File: src/rtl/conv1_mac_engine.sv
// conv1_mac_engine
//   First-layer convolution MAC. It runs in lockstep with the conv1 weight
//   streamer and takes one 5x5 tap per clock for three output channels.
//   Each channel accumulates TAPS signed Q8.8 products and adds its bias.
//   The sum then gets optional ReLU, a truncating shift back to Q8.8 and
//   16-bit signed saturation. One 3-channel result is emitted per window.
//
// Ports
//   clk_i           rising-edge clock
//   reset_i         synchronous active-high reset
//   start_i         run enable, shared with the weight streamer
//   pixel_in_i      Q8.8 pixel aligned to the current tap weight
//   weight_conv1_i  [3:1] Q8.8 tap weight per channel
//   bias_conv1_i    [3:1] Q8.8 bias per channel, sampled when a result is formed
//   conv_out_o      [3:1] Q8.8 window result; holds its value between pulses
//   out_valid_o     one-cycle pulse, conv_out_o is valid while it is high
//   out_index_o     window number since the last start rise, from 0
module conv1_mac_engine #(
   parameter int TAPS      = 25,
   parameter int FRAC_BITS = 8,
   parameter int RELU      = 1
) (
   input  logic                   clk_i,
   input  logic                   reset_i,
   input  logic                   start_i,
   input  logic signed [15:0]     pixel_in_i,
   input  logic signed [3:1][15:0] weight_conv1_i,
   input  logic signed [3:1][15:0] bias_conv1_i,
   output logic signed [3:1][15:0] conv_out_o,
   output logic                   out_valid_o,
   output logic [15:0]            out_index_o
);

   localparam int CNT_W = $clog2(TAPS + 1);
   localparam int ACC_W = 37;
   localparam int SUM_W = 38;
   localparam logic signed [SUM_W-1:0] SAT_MAX = SUM_W'(32767);
   localparam logic signed [SUM_W-1:0] SAT_MIN = SUM_W'(-32768);

   typedef enum logic [1:0] {
      S_IDLE,
      S_PRIME,
      S_RUN
   } state_t;

   state_t           state_q, state_d;
   logic             tap_en;     // sample a tap on this edge
   logic             prime;      // leading zero tap is being discarded
   logic             clr_idx;    // IDLE -> PRIME, restart window numbering
   logic [CNT_W-1:0] tap_cnt_q;

   logic             p1_vld_q, p1_first_q, p1_last_q;
   logic             fin_vld_q;
   logic             out_valid_q;
   logic [15:0]      win_cnt_q, out_index_q;

   // ---------------- control FSM ----------------
   always_ff @(posedge clk_i) begin
      if (reset_i) state_q <= S_IDLE;
      else         state_q <= state_d;
   end

   always_comb begin
      state_d = state_q;
      tap_en  = 1'b0;
      prime   = 1'b0;
      clr_idx = 1'b0;
      if (!start_i) begin
         state_d = S_IDLE;
      end else begin
         unique case (state_q)
            S_IDLE: begin
               state_d = S_PRIME;
               clr_idx = 1'b1;
            end
            S_PRIME: begin
               state_d = S_RUN;
               prime   = 1'b1;
            end
            S_RUN:   tap_en = 1'b1;
            default: state_d = S_IDLE;
         endcase
      end
   end

   // Tap counter runs 1..TAPS and wraps straight back to 1, so consecutive
   // windows share no idle cycle.
   always_ff @(posedge clk_i) begin
      if (reset_i) begin
         tap_cnt_q <= '0;
      end else if (prime) begin
         tap_cnt_q <= CNT_W'(1);
      end else if (tap_en) begin
         tap_cnt_q <= (tap_cnt_q == CNT_W'(TAPS)) ? CNT_W'(1) : tap_cnt_q + CNT_W'(1);
      end
   end

   // ---------------- shared pipeline flags ----------------
   // P2 and P3 are not gated by start: a window whose last tap was already
   // sampled still drains after start falls. A partial window is never
   // forwarded. The next window's first tap reloads the accumulator anyway.
   always_ff @(posedge clk_i) begin
      if (reset_i) begin
         p1_vld_q    <= 1'b0;
         p1_first_q  <= 1'b0;
         p1_last_q   <= 1'b0;
         fin_vld_q   <= 1'b0;
         out_valid_q <= 1'b0;
      end else begin
         p1_vld_q    <= tap_en;
         p1_first_q  <= tap_en && (tap_cnt_q == CNT_W'(1));
         p1_last_q   <= tap_en && (tap_cnt_q == CNT_W'(TAPS));
         fin_vld_q   <= p1_vld_q && p1_last_q;
         out_valid_q <= fin_vld_q;
      end
   end

   // out_index_o carries the number of the window being emitted. A start
   // rise resets numbering. A result that drains on that same edge keeps
   // its old number.
   always_ff @(posedge clk_i) begin
      if (reset_i) begin
         win_cnt_q   <= '0;
         out_index_q <= '0;
      end else begin
         if (fin_vld_q) begin
            out_index_q <= win_cnt_q;
            win_cnt_q   <= win_cnt_q + 16'd1;
         end
         if (clr_idx) begin
            win_cnt_q <= '0;
            if (!fin_vld_q) out_index_q <= '0;
         end
      end
   end

   // Bias alignment, optional ReLU, truncating shift to Q8.8 and saturation.
   function automatic logic [15:0] post_proc(input logic signed [ACC_W-1:0] fin,
                                             input logic signed [15:0]      b);
      logic signed [SUM_W-1:0] s;
      logic signed [SUM_W-1:0] sh;
      s = SUM_W'(fin) + (SUM_W'(b) <<< FRAC_BITS);
      if (RELU != 0 && s[SUM_W-1]) s = '0;
      sh = s >>> FRAC_BITS;
      if (sh > SAT_MAX)      post_proc = 16'h7FFF;
      else if (sh < SAT_MIN) post_proc = 16'h8000;
      else                   post_proc = sh[15:0];
   endfunction

   // ---------------- per-channel datapath ----------------
   for (genvar c = 1; c <= 3; c++) begin : g_ch
      logic signed [31:0]      prod_q;
      logic signed [ACC_W-1:0] acc_q, fin_q;
      logic signed [ACC_W-1:0] prod_x, acc_base, acc_d;
      logic signed [15:0]      w_s, b_s;
      logic [15:0]             out_q;

      assign w_s      = $signed(weight_conv1_i[c]);
      assign b_s      = $signed(bias_conv1_i[c]);
      assign prod_x   = ACC_W'(prod_q);
      // First tap of a window loads the product instead of adding it.
      assign acc_base = p1_first_q ? '0 : acc_q;
      assign acc_d    = acc_base + prod_x;

      always_ff @(posedge clk_i) begin
         if (reset_i) begin
            prod_q <= '0;
            acc_q  <= '0;
            fin_q  <= '0;
            out_q  <= '0;
         end else begin
            if (tap_en) prod_q <= pixel_in_i * w_s;
            if (p1_vld_q) begin
               acc_q <= acc_d;
               if (p1_last_q) fin_q <= acc_d;
            end
            if (fin_vld_q) out_q <= post_proc(fin_q, b_s);
         end
      end

      assign conv_out_o[c] = out_q;
   end

   assign out_valid_o = out_valid_q;
   assign out_index_o = out_index_q;

endmodule

File: config.mk
export PLATFORM = sky130hd
export DESIGN_NAME = conv1_mac_engine
export DESIGN_NICKNAME = d
export VERILOG_FILES = /design/src/rtl/conv1_mac_engine.sv
export SDC_FILE = /design/constraint.sdc
export NUM_CORES = 2
export LEC_CHECK = 0
export CAP_MARGIN = 30
export CORE_MARGIN = 2
export CORE_UTILIZATION = 45
export DETAILED_ROUTE_END_ITERATION = 10
export GPL_ROUTABILITY_DRIVEN = 0
export PLACE_DENSITY = 0.73
export SYNTH_ARGS = -nofsm -noshare
export SYNTH_HDL_FRONTEND = slang
export SYNTH_SLANG_ARGS = --single-unit
File: constraint.sdc
create_clock -name clk_i -period 22.2 [get_ports clk_i]
set_input_delay 3.33 -clock clk_i [delete_from_list [all_inputs] [get_ports clk_i]]
set_output_delay 3.33 -clock clk_i [all_outputs]
set_load 0.01 [all_outputs]
==> results.txt <==
- TritonCTS clock tree: done
* Yosys warnings: 0
* Wire length of the first global-routing pass: 231.1 mm
- The startpoint identified for the worst register-to-register timing path is p1_first_q$_SDFF_PP0_.
- Die area: 123900 µm²
- Traced cell by cell, the critical path runs through clkdlybuf4s50_1 -> and2_1 -> fa_1 -> inv_1 -> fa_1 -> fa_1 -> inv_1 -> fa_1 -> fa_1 -> inv_1 -> fa_1 -> inv_1 -> ha_1 -> a21o_1 -> a21o_1 -> a2111oi_0 -> o31a_1 -> o31ai_1 -> o41ai_1 -> o21a_1 -> xnor2_1 -> o21ai_0.
- The final-report max-slew violation count was 0.
- For this run, the leading register cell type out of synthesis is sky130_fd_sc_hd__dfxtp_1.
- Number of cells on the worst hold path: 2
- The worst setup path is of the input port to flop kind.
* Number of maximum-capacitance violations: 0
- For this run, design rule violations remaining after detail routing come to 0.
* Synth top cells by count: sky130_fd_sc_hd__inv_1 (964), sky130_fd_sc_hd__nand2_1 (794), sky130_fd_sc_hd__fa_1 (792), sky130_fd_sc_hd__ha_1 (444), sky130_fd_sc_hd__dfxtp_1 (386)
- RSZ-0062 raised after global routing: false
- Tmin final: 9.958 ns
* Number of endpoints failing setup at the final stage: 0
- Dividing the final minimum period by the clock period gives 0.4486.
* I/O pin total: between 150 and 200
* Number of H-tree levels: 2
* Placement row count: 127
- Across all hold checks on the routed design, the worst slack comes to around 0.46 ns.
- In this run the horizontal extent of the chip is about 350 µm.
- Maximum number of pins on one net before global-route repair: 94
- Highest cell delay on the worst timing path: 0.73 ns
- The core region is 120000 µm².
- Max Root-Sink Buffers: 3
- Delay-heaviest family, CP: adder cells
* Classification of the worst-slack hold path: flop to flop
- Clock-pin slew reported for the worst setup and hold paths after clock tree synthesis: roughly 0.060 ns
* Share of post-route cells with drive strength above 1: 0.03271
- The initial utilization of the core area, before any placement, comes to 0.4542.
* Worst r2r path cells: 14
* Ranking of synthesized cells by area: sky130_fd_sc_hd__fa_1 (29%), sky130_fd_sc_hd__dfxtp_1 (14%), sky130_fd_sc_hd__ha_1 (10%), sky130_fd_sc_hd__inv_1 (6.6%), sky130_fd_sc_hd__nand2_1 (5.5%)
- Wirelength per Cell: 17.59 µm
* Worst Path Required: 22.62 ns
* Slew Limit Headroom: 0.3046
- Peak supply drop: 191.8 µV
- Total number of clock tree sinks: 386
- The worst setup path is launched from an input port.
* Slew at the pin closest to its max-slew limit: around 1.0 ns
- Root Buffer Master: sky130_fd_sc_hd__clkbuf_16
- The number of global-route vias before repair was 44460.
* Setup Buffers After CTS: 0
* Result of the run: finished, final reports clean
- Final WL: approximately 140 mm
- Power per unit of standard cell area: 163.7 nW/µm²
- Arr. time, crit path: roughly 10 ns
* Nets: 7736
- Top-count cell post-synth: sky130_fd_sc_hd__inv_1
- In this run the tool buffered the top-level ports with 179 buffer cells.
- Number of flip-flops and latches in the synthesized netlist: 386
* Post-route antenna net violation count: 0
- From synthesis to final layout, the design area changed by 8.139%.
- Share of flip-flops with an asynchronous set or reset after synthesis: 0
- Once placement completed, the tool counted placed cells totaling 7949.
- The count of endpoints failing hold in the final timing report was 0.
- The synthesized netlist contains 103 unique library cells.
- Number of standard cells in the final layout excluding fillers: 8040
* Number of gates given a new drive strength after cts: 0
- Post-Place Setup Slack: 11.81 ns
* Mapped Area: 54490 µm²
* Average via count per standard cell: 5.500
- Via count: 44220
- Syn Area/Cell: 8.487 µm²
- The critical path crosses 22 cells after its start point.
- Cell mode on critical path: sky130_fd_sc_hd__fa_1
- Die outline height: between 300 and 400 µm
- Fraction of the yosys area taken by sequential cells: 0.1418
- Crit path buffers/inverters: 5
* Number of enable flip-flop cells after synthesis: 0
* Fin Clk Skew: 0.02210 ns
* Source-to-sink clock delay at the later pin of the worst-skew pair: 0.58 ns
- The number of antenna violations at the first check in global routing came to 17.
- Leak: 27.21 nW
- Tracing the worst setup path back leads to its startpoint at weight_conv1_i[18].
- Number of CTS-inserted buffers: 46
- The first TritonRoute pass finished after 6 iterations.
- Final setup slack of the worst path: 12.24 ns
- The number of nets in the synthesized netlist is 7772.
- In the final timing run, aggregate negative setup slack is 0 ns.
- Cell type with the highest aggregate area in the netlist: sky130_fd_sc_hd__fa_1
* Cell type of the slowest stage on the worst timing path: sky130_fd_sc_hd__clkdlybuf4s50_1
* DRC violation total after the first TritonRoute iteration: 3048
- In the global route stage, overall resource usage came out at 0.2251.
* Critical Path End Type: flop
- Top-area cell type share of the netlist area: 0.2910
- Max Clock Freq: 0.1004 GHz
- Counting every instance in the synthesized netlist gives roughly 6400.
- Source of the worst hold timing path: g_ch[1].fin_q[25]$_SDFFE_PP0P_
* Post-DP HPWL: roughly 110 mm
* Worst-path fanout max: 16
- The number of hold buffers added after CTS was 0.
- Residual overflow from global routing: 0
-- worst register-to-register path, delay by kind of cell, from the launching register on --
family                     cells  cell delay [ns]
xor gates and xnor gates       1             0.31
adders and majority gates      2             0.42
buffers and inverters          2             0.78
AOI/OAI and AO/OA              7             2.12
and+or+nand+nor                2             0.22
DFF                            1             0.71
-- metrics by stage --
step / power [W] / instance area, µm² / util
detailed placement: 0.008758 / 57360 / 0.4781
global placement: 0.008573 / 57340 / 0.4779
finish: 0.009649 / 58930 / 0.4912
floorplan: 0.006701 / 54490 / -
global route: 0.01074 / 58930 / 0.4912
CTS: 0.009577 / 58910 / 0.4910
-- where the power goes --
part | leakage [nW] | internal [W] | switching (W) | total [W]
Combinational | 23.4 | 0.00328 | 0.00482 | 0.00811
Sequential | 3.11 | 0.000724 | 0.0000432 | 0.000767
Clock | 0.753 | 0.000451 | 0.000323 | 0.000774
-- registers in the layout (all words and copies together), names as in the netlist, 2 cells and up, named ones only --
signal and cells:
tap_cnt_q 5, win_cnt_q 16, g_ch.out_q 48, g_ch.acc_q 111, g_ch.fin_q 87, g_ch.prod_q 96
state_q 2
-- placed cells by master, fill, tap and decap left out, drive strengths merged, types with 36 or more instances in the layout --
cell type	instances
a21oi	377
ha	444
dfxtp	386
buf	50
inv	970
o21a	54
clkdlybuf4s50	162
xnor2	148
a21o	115
clkbuf	54
and2	370
fa	792
a31oi	54
nor2	308
mux2i	73
nand3	108
nand4	44
xor2	80
nor2b	132
o211ai	37
o21ai	214
a211oi	66
nand2	794
nor3	76
and3	36
nand2b	48
-- cell type report --
class | count | area, µm²
antenna | 8 | 20.02
clock buffer | 54 | 1241
clock inverter | 29 | 304.0
fill | 11280 | 61040
inverter | 966 | 3626
multi-input combinational | 4773 | 42010
sequential | 386 | 7736
tap | 1612 | 2017
timing repair buffer | 212 | 1977
-- per-layer routing --
layer | share of wire | track usage
met1 | 0.45 | 0.3104
met2 | 0.44 | 0.3554
met3 | 0.082 | 0.05047
met4 | 0.023 | 0.05880
met5 | 0.0014 | 0.005385
-- logic make-up after synthesis --
| family | count (synthesis) | share of synthesized area |
|---|---|---|
| muxes | 74 | 0.01362 |
| AOI/OAI and AO/OA | 1191 | 0.1432 |
| and+or+nand+nor | 2044 | 0.1842 |
| buffers and inverters | 1262 | 0.08764 |
| DFF | 386 | 0.1418 |
| adders and majority gates | 1236 | 0.3929 |
| xor gates and xnor gates | 228 | 0.03664 |
-- path summary, 6_finish.rpt --
| path | to | slack [ns] |
|---|---|---|
| setup / recovery | g_ch[2].prod_q[29]$_SDFFE_PP0P_ | 12.24 |
| hold / removal | g_ch[1].fin_q[25]$_SDFFE_PP0P_ | 0.46 |
| setup reg to reg | g_ch[2].acc_q[28]$_SDFFE_PP0P_ | 17.49 |
| hold reg to reg | g_ch[1].fin_q[25]$_SDFFE_PP0P_ | 0.46 |
(Power assumes the default switching activity.)
